==> config.mk <==
export PLATFORM = sky130hd
export DESIGN_NAME = logic_cond_monitor
export DESIGN_NICKNAME = d
export VERILOG_FILES = /design/src/rtl/logic_cond_monitor.sv
export SDC_FILE = /design/constraint.sdc
export NUM_CORES = 1
export LEC_CHECK = 0
export CAP_MARGIN = 20
export CORE_MARGIN = 1.5
export CORE_UTILIZATION = 55
export DETAILED_ROUTE_END_ITERATION = 7
export GPL_TIMING_DRIVEN = 0
export PLACE_DENSITY_LB_ADDON = 0.3
export SYNTH_ARGS = -nofsm -noshare
export SYNTH_HDL_FRONTEND = slang
export SYNTH_SLANG_ARGS = --single-unit
export TNS_END_PERCENT = 100
==> constraint.sdc <==
create_clock -name clk -period 4.5 [get_ports clk]
set_clock_uncertainty 0.05 [all_clocks]
set_input_delay 1.35 -clock clk [delete_from_list [all_inputs] [get_ports clk]]
set_output_delay 1.35 -clock clk [all_outputs]
set_load 0.1 [all_outputs]
==> src/rtl/logic_cond_monitor.sv <==
// ---------------------------------------------------------------------------
// logic_cond_monitor
//
// Response-side checker for logic-conditional regression benches. Samples
// (stimulus, DUT result, expected result) arrive over a valid/ready
// handshake and are compared bit by bit with 4-state case inequality.
// Mismatching samples and samples whose result carries any x/z bit are
// counted (saturating). Every mismatch is recorded in a small
// first-word-fall-through log FIFO for later readout.
//
// Build option:
//   LOGIC_COND_MON_WILDCARD_EN
//     defined   : x/z bits of exp_out are don't-cares.
//     undefined : strict case inequality on every bit.
//
// Parameters:
//   WIDTH    bits per sample
//   DEPTH    mismatch log entries (power of two, >= 2)
//   COUNT_W  width of the sample index and of the counters
//
// Ports:
//   clk        clock, all logic on posedge
//   rst_n      synchronous active-low reset
//   start      begin a run (IDLE/DONE -> RUN), clears counters and log
//   smp_valid  sample offered
//   smp_ready  sample accepted when high together with smp_valid
//   smp_inp    stimulus value (logged only)
//   smp_out    DUT result
//   exp_out    expected result
//   smp_last   final sample of the run
//   busy       state is RUN
//   done       state is DONE
//   pass       done with no mismatches
//   mism_count mismatching samples (saturating)
//   xz_count   samples whose smp_out has any x/z bit (saturating)
//   log_valid  log non-empty
//   log_ready  pop the log head
//   log_idx    sample index of the log head
//   log_inp    recorded smp_inp of the log head
//   log_got    recorded smp_out of the log head
//   log_exp    recorded exp_out of the log head
// ---------------------------------------------------------------------------
module logic_cond_monitor #(
    parameter int WIDTH   = 1,
    parameter int DEPTH   = 8,
    parameter int COUNT_W = 8
) (
    input  logic               clk,
    input  logic               rst_n,
    input  logic               start,
    input  logic               smp_valid,
    output logic               smp_ready,
    input  logic [WIDTH-1:0]   smp_inp,
    input  logic [WIDTH-1:0]   smp_out,
    input  logic [WIDTH-1:0]   exp_out,
    input  logic               smp_last,
    output logic               busy,
    output logic               done,
    output logic               pass,
    output logic [COUNT_W-1:0] mism_count,
    output logic [COUNT_W-1:0] xz_count,
    output logic               log_valid,
    input  logic               log_ready,
    output logic [COUNT_W-1:0] log_idx,
    output logic [WIDTH-1:0]   log_inp,
    output logic [WIDTH-1:0]   log_got,
    output logic [WIDTH-1:0]   log_exp
);

    localparam int AW = $clog2(DEPTH);

    typedef enum logic [1:0] {
        ST_IDLE = 2'd0,
        ST_RUN  = 2'd1,
        ST_DONE = 2'd2
    } state_t;

    // -----------------------------------------------------------------------
    // Comparison helpers. No 2-state coercion anywhere: a result is x/z-tainted
    // when its reduction-XOR is neither a clean 0 nor a clean 1.
    // -----------------------------------------------------------------------
    function automatic logic f_mismatch(input logic [WIDTH-1:0] got,
                                        input logic [WIDTH-1:0] exp);
        logic m;
        m = 1'b0;
`ifdef LOGIC_COND_MON_WILDCARD_EN
        for (int i = 0; i < WIDTH; i++) begin
            // Only bits with a known expected value take part in the compare.
            if ((exp[i] === 1'b0) || (exp[i] === 1'b1)) begin
                if (got[i] !== exp[i]) begin
                    m = 1'b1;
                end else begin
                    m = m;
                end
            end else begin
                m = m;
            end
        end
`else
        if (got !== exp) begin
            m = 1'b1;
        end else begin
            m = 1'b0;
        end
`endif
        return m;
    endfunction

    function automatic logic f_has_xz(input logic [WIDTH-1:0] v);
        logic p;
        p = ^v;
        return (p !== 1'b0) && (p !== 1'b1);
    endfunction

    // -----------------------------------------------------------------------
    // State and storage
    // -----------------------------------------------------------------------
    state_t             state_r;
    state_t             state_nxt_s;
    logic [COUNT_W-1:0] idx_r;
    logic [COUNT_W-1:0] mism_r;
    logic [COUNT_W-1:0] xz_r;
    logic [AW:0]        wr_ptr_r;
    logic [AW:0]        rd_ptr_r;

    logic [COUNT_W-1:0] mem_idx_r [DEPTH];
    logic [WIDTH-1:0]   mem_inp_r [DEPTH];
    logic [WIDTH-1:0]   mem_got_r [DEPTH];
    logic [WIDTH-1:0]   mem_exp_r [DEPTH];

    logic busy_s;
    logic log_full_s;
    logic log_empty_s;
    logic accept_s;
    logic push_s;
    logic pop_s;
    logic mism_s;
    logic xz_s;
    logic run_clear_s;

    // Extra pointer MSB distinguishes full from empty when the low bits match.
    assign log_empty_s = (wr_ptr_r == rd_ptr_r);
    assign log_full_s  = (wr_ptr_r[AW] != rd_ptr_r[AW]) &&
                         (wr_ptr_r[AW-1:0] == rd_ptr_r[AW-1:0]);

    assign busy_s    = (state_r == ST_RUN);
    assign smp_ready = busy_s && !log_full_s;
    assign accept_s  = smp_valid && smp_ready;
    assign mism_s    = f_mismatch(smp_out, exp_out);
    assign xz_s      = f_has_xz(smp_out);
    assign push_s    = accept_s && mism_s;
    assign pop_s     = !log_empty_s && log_ready;

    // start is honoured only outside RUN; it opens a fresh run.
    assign run_clear_s = start && (state_r != ST_RUN);

    // Next-state decode for the IDLE/RUN/DONE controller
    always_comb begin
        state_nxt_s = state_r;
        case (state_r)
            ST_IDLE: begin
                if (start) begin
                    state_nxt_s = ST_RUN;
                end else begin
                    state_nxt_s = ST_IDLE;
                end
            end
            ST_RUN: begin
                if (accept_s && smp_last) begin
                    state_nxt_s = ST_DONE;
                end else begin
                    state_nxt_s = ST_RUN;
                end
            end
            ST_DONE: begin
                if (start) begin
                    state_nxt_s = ST_RUN;
                end else begin
                    state_nxt_s = ST_DONE;
                end
            end
            default: begin
                state_nxt_s = ST_IDLE;
            end
        endcase
    end

    // State register
    always_ff @(posedge clk) begin
        if (!rst_n) begin
            state_r <= ST_IDLE;
        end else begin
            state_r <= state_nxt_s;
        end
    end

    // Sample index and saturating mismatch / x-z counters
    always_ff @(posedge clk) begin
        if (!rst_n) begin
            idx_r  <= {COUNT_W{1'b0}};
            mism_r <= {COUNT_W{1'b0}};
            xz_r   <= {COUNT_W{1'b0}};
        end else if (run_clear_s) begin
            idx_r  <= {COUNT_W{1'b0}};
            mism_r <= {COUNT_W{1'b0}};
            xz_r   <= {COUNT_W{1'b0}};
        end else if (accept_s) begin
            // Index wraps naturally at 2^COUNT_W.
            idx_r <= idx_r + COUNT_W'(1);
            if (mism_s && (mism_r != {COUNT_W{1'b1}})) begin
                mism_r <= mism_r + COUNT_W'(1);
            end else begin
                mism_r <= mism_r;
            end
            if (xz_s && (xz_r != {COUNT_W{1'b1}})) begin
                xz_r <= xz_r + COUNT_W'(1);
            end else begin
                xz_r <= xz_r;
            end
        end else begin
            idx_r  <= idx_r;
            mism_r <= mism_r;
            xz_r   <= xz_r;
        end
    end

    // Log FIFO pointers; a simultaneous push and pop leaves the fill unchanged
    always_ff @(posedge clk) begin
        if (!rst_n) begin
            wr_ptr_r <= {(AW+1){1'b0}};
            rd_ptr_r <= {(AW+1){1'b0}};
        end else if (run_clear_s) begin
            wr_ptr_r <= {(AW+1){1'b0}};
            rd_ptr_r <= {(AW+1){1'b0}};
        end else begin
            if (push_s) begin
                wr_ptr_r <= wr_ptr_r + (AW+1)'(1);
            end else begin
                wr_ptr_r <= wr_ptr_r;
            end
            if (pop_s) begin
                rd_ptr_r <= rd_ptr_r + (AW+1)'(1);
            end else begin
                rd_ptr_r <= rd_ptr_r;
            end
        end
    end

    // Log storage, cleared on reset so the head reads 0 until the first push
    always_ff @(posedge clk) begin
        if (!rst_n) begin
            for (int i = 0; i < DEPTH; i++) begin
                mem_idx_r[i] <= {COUNT_W{1'b0}};
                mem_inp_r[i] <= {WIDTH{1'b0}};
                mem_got_r[i] <= {WIDTH{1'b0}};
                mem_exp_r[i] <= {WIDTH{1'b0}};
            end
        end else if (push_s) begin
            // Raw 4-state values are stored so x/z reach the readout unchanged.
            mem_idx_r[wr_ptr_r[AW-1:0]] <= idx_r;
            mem_inp_r[wr_ptr_r[AW-1:0]] <= smp_inp;
            mem_got_r[wr_ptr_r[AW-1:0]] <= smp_out;
            mem_exp_r[wr_ptr_r[AW-1:0]] <= exp_out;
        end else begin
            mem_idx_r <= mem_idx_r;
            mem_inp_r <= mem_inp_r;
            mem_got_r <= mem_got_r;
            mem_exp_r <= mem_exp_r;
        end
    end

    // -----------------------------------------------------------------------
    // Outputs: all decoded straight from registers (first-word fall-through
    // for the log head).
    // -----------------------------------------------------------------------
    assign busy       = busy_s;
    assign done       = (state_r == ST_DONE);
    assign pass       = (state_r == ST_DONE) && (mism_r == {COUNT_W{1'b0}});
    assign mism_count = mism_r;
    assign xz_count   = xz_r;
    assign log_valid  = !log_empty_s;
    assign log_idx    = mem_idx_r[rd_ptr_r[AW-1:0]];
    assign log_inp    = mem_inp_r[rd_ptr_r[AW-1:0]];
    assign log_got    = mem_got_r[rd_ptr_r[AW-1:0]];
    assign log_exp    = mem_exp_r[rd_ptr_r[AW-1:0]];

endmodule

==> flow_summary.yaml <==
final_layout:
  design.final.nets: 706
  synthToLayoutAreaGrowth_pct: 20.6
  n_antenna_cell: 0
  final_layout_size_suffix_gt1_share_pct: 14.1
  layout.cells.non_filler: 837
  design_area_mm2: 0.00679
synth:
  netlist_area_mm2: 0.00563
  postSynth.topFlopCell: "sky130_fd_sc_hd__dfxtp_1"
  ys_warn_count: 0
  async_set_or_reset_flop_fraction_in_the_synthesized_netlist_pct: 0
  ys_ff_latch: 114
  synth-seq-area-share_pct: 40.5
  syn-instance-count: 636
  netlist.top_cell.by_area: "sky130_fd_sc_hd__dfxtp_1"
  synth.avg_cell_area_um2: 8.85
  synth-edff-count: 0
  ys_top_cells_by_area: "sky130_fd_sc_hd__dfxtp_1, sky130_fd_sc_hd__a21oi_1, sky130_fd_sc_hd__mux4_2"
  synthDominantCellAreaShare_pct: 40.5
  yosys.cell_types.count: 50
global_routing:
  grt_max_degree: 17
  number_of_global_route_vias_before_repair: 5301
  grt_usage_pct: 31.6
  grt_pass1_wl_mm: 26.9
  initial_antenna_violation_count: 0
  gr-total-overflow: 0
clock_tree:
  number_of_buffers_inserted_during_clock_tree_synthesis: 17
  path_clk_slew_ns: 0.06
  worst_skew_late_latency_ns: 0.54
  cts_htree_levels: 4
  cts-root-to-sink-buffers: 2
  clockRootBuffer: "sky130_fd_sc_hd__clkbuf_8"
  hold_buffers: 0
  cts_tree: "built"
  post_cts_buffers: 0
  cts_sinks: 114
timing:
  finalCriticalPeriod_ns: 4.45
  final-setup-viol-count: 0
  timing.final.ws_setup_ns: 0.0538
  slew_violations: 0
  timing.max_slew.rel_slack_pct: 35.0
  finalHoldViolations: 0
  tightest_slew_ns: 0.972
  fin_crit_sh_pct: 98.8
  fin_worst_hold_slack_ns: 0.423
  achievable-frequency_mhz: 225
  setup_repair_after_global_routing_missed_its_margin: "false"
  setup-tns-final_ns: 0
setup_path:
  timing.reg2reg.worst_path_depth: 6
  timing.critical_path.fanout_max: 10
  setup_crit_start_kind: "register"
  timing.setup.critical_path_class: "reg -> out"
  endpoint_kind: "output pin"
  reg2reg_slack_ns: 2.06
  crit_required_ns: 3.10
  worstPathArrival_ns: 3.05
  reg_to_reg_startpoint: "rd_ptr_r[1]$_SDFFE_PP0P_"
  worst_r2r_endpoint: "mem_idx_r[5]$_SDFFE_PN0P_"
routing:
  drc: 0
  post_drt_wl_per_cell_um: 20.0
  routed_via_density: 6.59
  detail_route.wirelength_mm: 16.7
  drt-initial-drc-count: 503
  vias: 5516
  antenna_left: 0
  drt_pre_antenna_iters: 5
power:
  powerDensity_mw_per_mm2: 404
  ir_drop_uv: 206
  switchingPower_w: 0.000626
  p_leak_nw: 2.23
  power_switching_share_pct: 22.8
  seq_power_share_pct: 37.0
  share_comb_of_total_power_pct: 6.5
  power_frac_clock_pct: 56.4
  p_int_w: 0.00212
placed_design:
  gpl.final_weighted_congestion: 0.910
  dpl_cell_area_mm2: 0.00614
  io_buffer_count: 30
  dp_wirelength_mm: 11.3
  placed_cells: 806
  dp_slack_ns: 0.284
min_path:
  worst_hold_startpoint: "mem_idx_r[23]$_SDFFE_PN0P_"
  worstHoldPathType: "reg -> reg"
  worstHoldEndpoint: "mem_idx_r[23]$_SDFFE_PN0P_"
  timing.hold.worst_path_depth: 2
floorplan:
  row_count: 36
  initial_utilization_pct: 57.1
  die_area_mm2: 0.0109
  fp.dieW_um: 104
  die_y_um: 104
  pin_count: 41
  placeableCoreArea_mm2: 0.00986
job:
  cap_viol_max_count: 0
run_status:
  run_status: "completed"
-- kinds of logic after synthesis --
kind of cell,synth area share [%]
other,0.0666
adder cells (fa/ha/maj),1.11
XOR/XNOR,2.24
buffers and inverters,6.73
flip-flops,40.5
AND/OR/NAND/NOR,16.1
multiplexers,11.5
AO/OA/AOI/OAI,21.7
-- power groups by stage --
| stage | logic, W | clock network, W | registers (W) |
|---|---|---|---|
| 2_1_floorplan | 0.000128 | 0 | 0.00104 |
| 3_3_place_gp | 0.000174 | 0 | 0.00104 |
| 3_5_place_dp | 0.000175 | 0 | 0.00104 |
| 4_1_cts | 0.000175 | 0.00154 | 0.00102 |
| 5_1_grt | 0.000187 | 0.00158 | 0.00102 |
| 6_report | 0.000179 | 0.00155 | 0.00102 |
-- registers in the layout, summed over array words and instances (netlist names) --
signal	flops
idx_r	8
mem_exp_r	8
state_r	2
mem_inp_r	8
mism_count	8
wr_ptr_r	4
mem_idx_r	64
mem_got_r	8
rd_ptr_r	4
-- routing by layer --
layer / vias to the layer above / GRT usage (%) / wire length [um]
met4: 0 / 16.2 / 558
met1: 2659 / 37.9 / 6490
li1: 2479 / - / -
met3: 59 / 8.46 / 1650
met2: 319 / 52.0 / 8010
met5: - / 0 / 0
-- cell usage after synthesis (all sizes together) (2+ instances only) --
master and n:
nor4b 5, and4 3, o41a 2, nand4 6, or4 8, nand4b 2, o311ai 2, nand2 8
or3 7, clkbuf 52, o41ai 5, mux2 11, nand3 94, xnor2 5, mux4 22, a31oi 2
inv 10, o21ai 93, nor3b 7, ha 5, buf 25, o31ai 9, a21oi 106, xor2 6
nand2b 4, nor4 4, nor2 5, dfxtp 114, mux2i 3
-- worst max path at each step --
stage / slack [ns] / from / end / depth (start not counted)
floorplan: 0.04 / state_r[1]$_SDFF_PN0_ / pass / 3
global placement: 0.29 / rd_ptr_r[1]$_SDFFE_PP0P_ / log_idx[1] / 5
detailed placement: 0.28 / rd_ptr_r[1]$_SDFFE_PP0P_ / log_idx[1] / 5
CTS: 0.05 / rd_ptr_r[1]$_SDFFE_PP0P_ / log_idx[1] / 5
global route: 0.004 / rd_ptr_r[1]$_SDFFE_PP0P_ / log_idx[2] / 5
finish: 0.05 / rd_ptr_r[1]$_SDFFE_PP0P_ / log_idx[1] / 5
-- stage by stage --
step	total power, W	util, %
floorplan	0.00117	-
global placement	0.00121	62.2
detailed placement	0.00121	62.2
CTS	0.00273	68.9
global route	0.00279	68.8
finish	0.00274	68.8
-- critical path, cell delays in order, from the launching register on --
cell                            delay (ns)
sky130_fd_sc_hd__dfxtp_1              0.33
sky130_fd_sc_hd__buf_4                0.20
sky130_fd_sc_hd__clkbuf_1             0.60
sky130_fd_sc_hd__mux4_2               0.34
sky130_fd_sc_hd__mux2_2               0.16
sky130_fd_sc_hd__dlygate4sd2_1        0.86
-- cell type report --
class / count / area, um2
Timing Repair Buffer: 30 / 278
Sequential cell: 114 / 2280
Buffer: 77 / 342
Tap cell: 133 / 166
Inverter: 10 / 37.5
Clock inverter: 8 / 198
Fill cell: 749 / 3070
Clock buffer: 23 / 477
Multi-Input combinational cell: 442 / 3010
-- layout by cell type, fill, tap and decap left out, types with 3 or more instances in the layout --
| master | count |
|---|---|
| sky130_fd_sc_hd__or3_1 | 7 |
| sky130_fd_sc_hd__o21ai_1 | 3 |
| sky130_fd_sc_hd__nor2_1 | 5 |
| sky130_fd_sc_hd__conb_1 | 8 |
| sky130_fd_sc_hd__o41ai_2 | 4 |
| sky130_fd_sc_hd__or4_1 | 8 |
| sky130_fd_sc_hd__mux4_2 | 22 |
| sky130_fd_sc_hd__dlygate4sd2_1 | 10 |
| sky130_fd_sc_hd__nand3_1 | 94 |
| sky130_fd_sc_hd__nand4_1 | 6 |
| sky130_fd_sc_hd__nand2b_1 | 4 |
| sky130_fd_sc_hd__nor4b_1 | 4 |
| sky130_fd_sc_hd__clkbuf_8 | 5 |
| sky130_fd_sc_hd__clkdlybuf4s50_1 | 18 |
| sky130_fd_sc_hd__and4_1 | 3 |
| sky130_fd_sc_hd__a21oi_1 | 106 |
| sky130_fd_sc_hd__xnor2_1 | 4 |
| sky130_fd_sc_hd__xor2_2 | 3 |
| sky130_fd_sc_hd__buf_1 | 5 |
| sky130_fd_sc_hd__buf_2 | 10 |
| sky130_fd_sc_hd__nand2_1 | 8 |
| sky130_fd_sc_hd__inv_1 | 9 |
| sky130_fd_sc_hd__o31ai_1 | 9 |
| sky130_fd_sc_hd__mux2_2 | 11 |
| sky130_fd_sc_hd__xor2_1 | 3 |
| sky130_fd_sc_hd__bufinv_16 | 6 |
| sky130_fd_sc_hd__dfxtp_1 | 114 |
| sky130_fd_sc_hd__clkbuf_2 | 4 |
| sky130_fd_sc_hd__clkbuf_1 | 52 |
| sky130_fd_sc_hd__mux2i_1 | 3 |
| sky130_fd_sc_hd__nor3b_1 | 7 |
| sky130_fd_sc_hd__ha_1 | 5 |
| sky130_fd_sc_hd__buf_4 | 10 |
| sky130_fd_sc_hd__o21ai_0 | 90 |
| sky130_fd_sc_hd__clkbuf_16 | 16 |
-- what timing repair did --
item	CTS	global route
gates resized for setup	12	4
endpoints found under the hold margin	0	0
setup endpoints to repair	12	2
(Power assumes the default switching activity.)
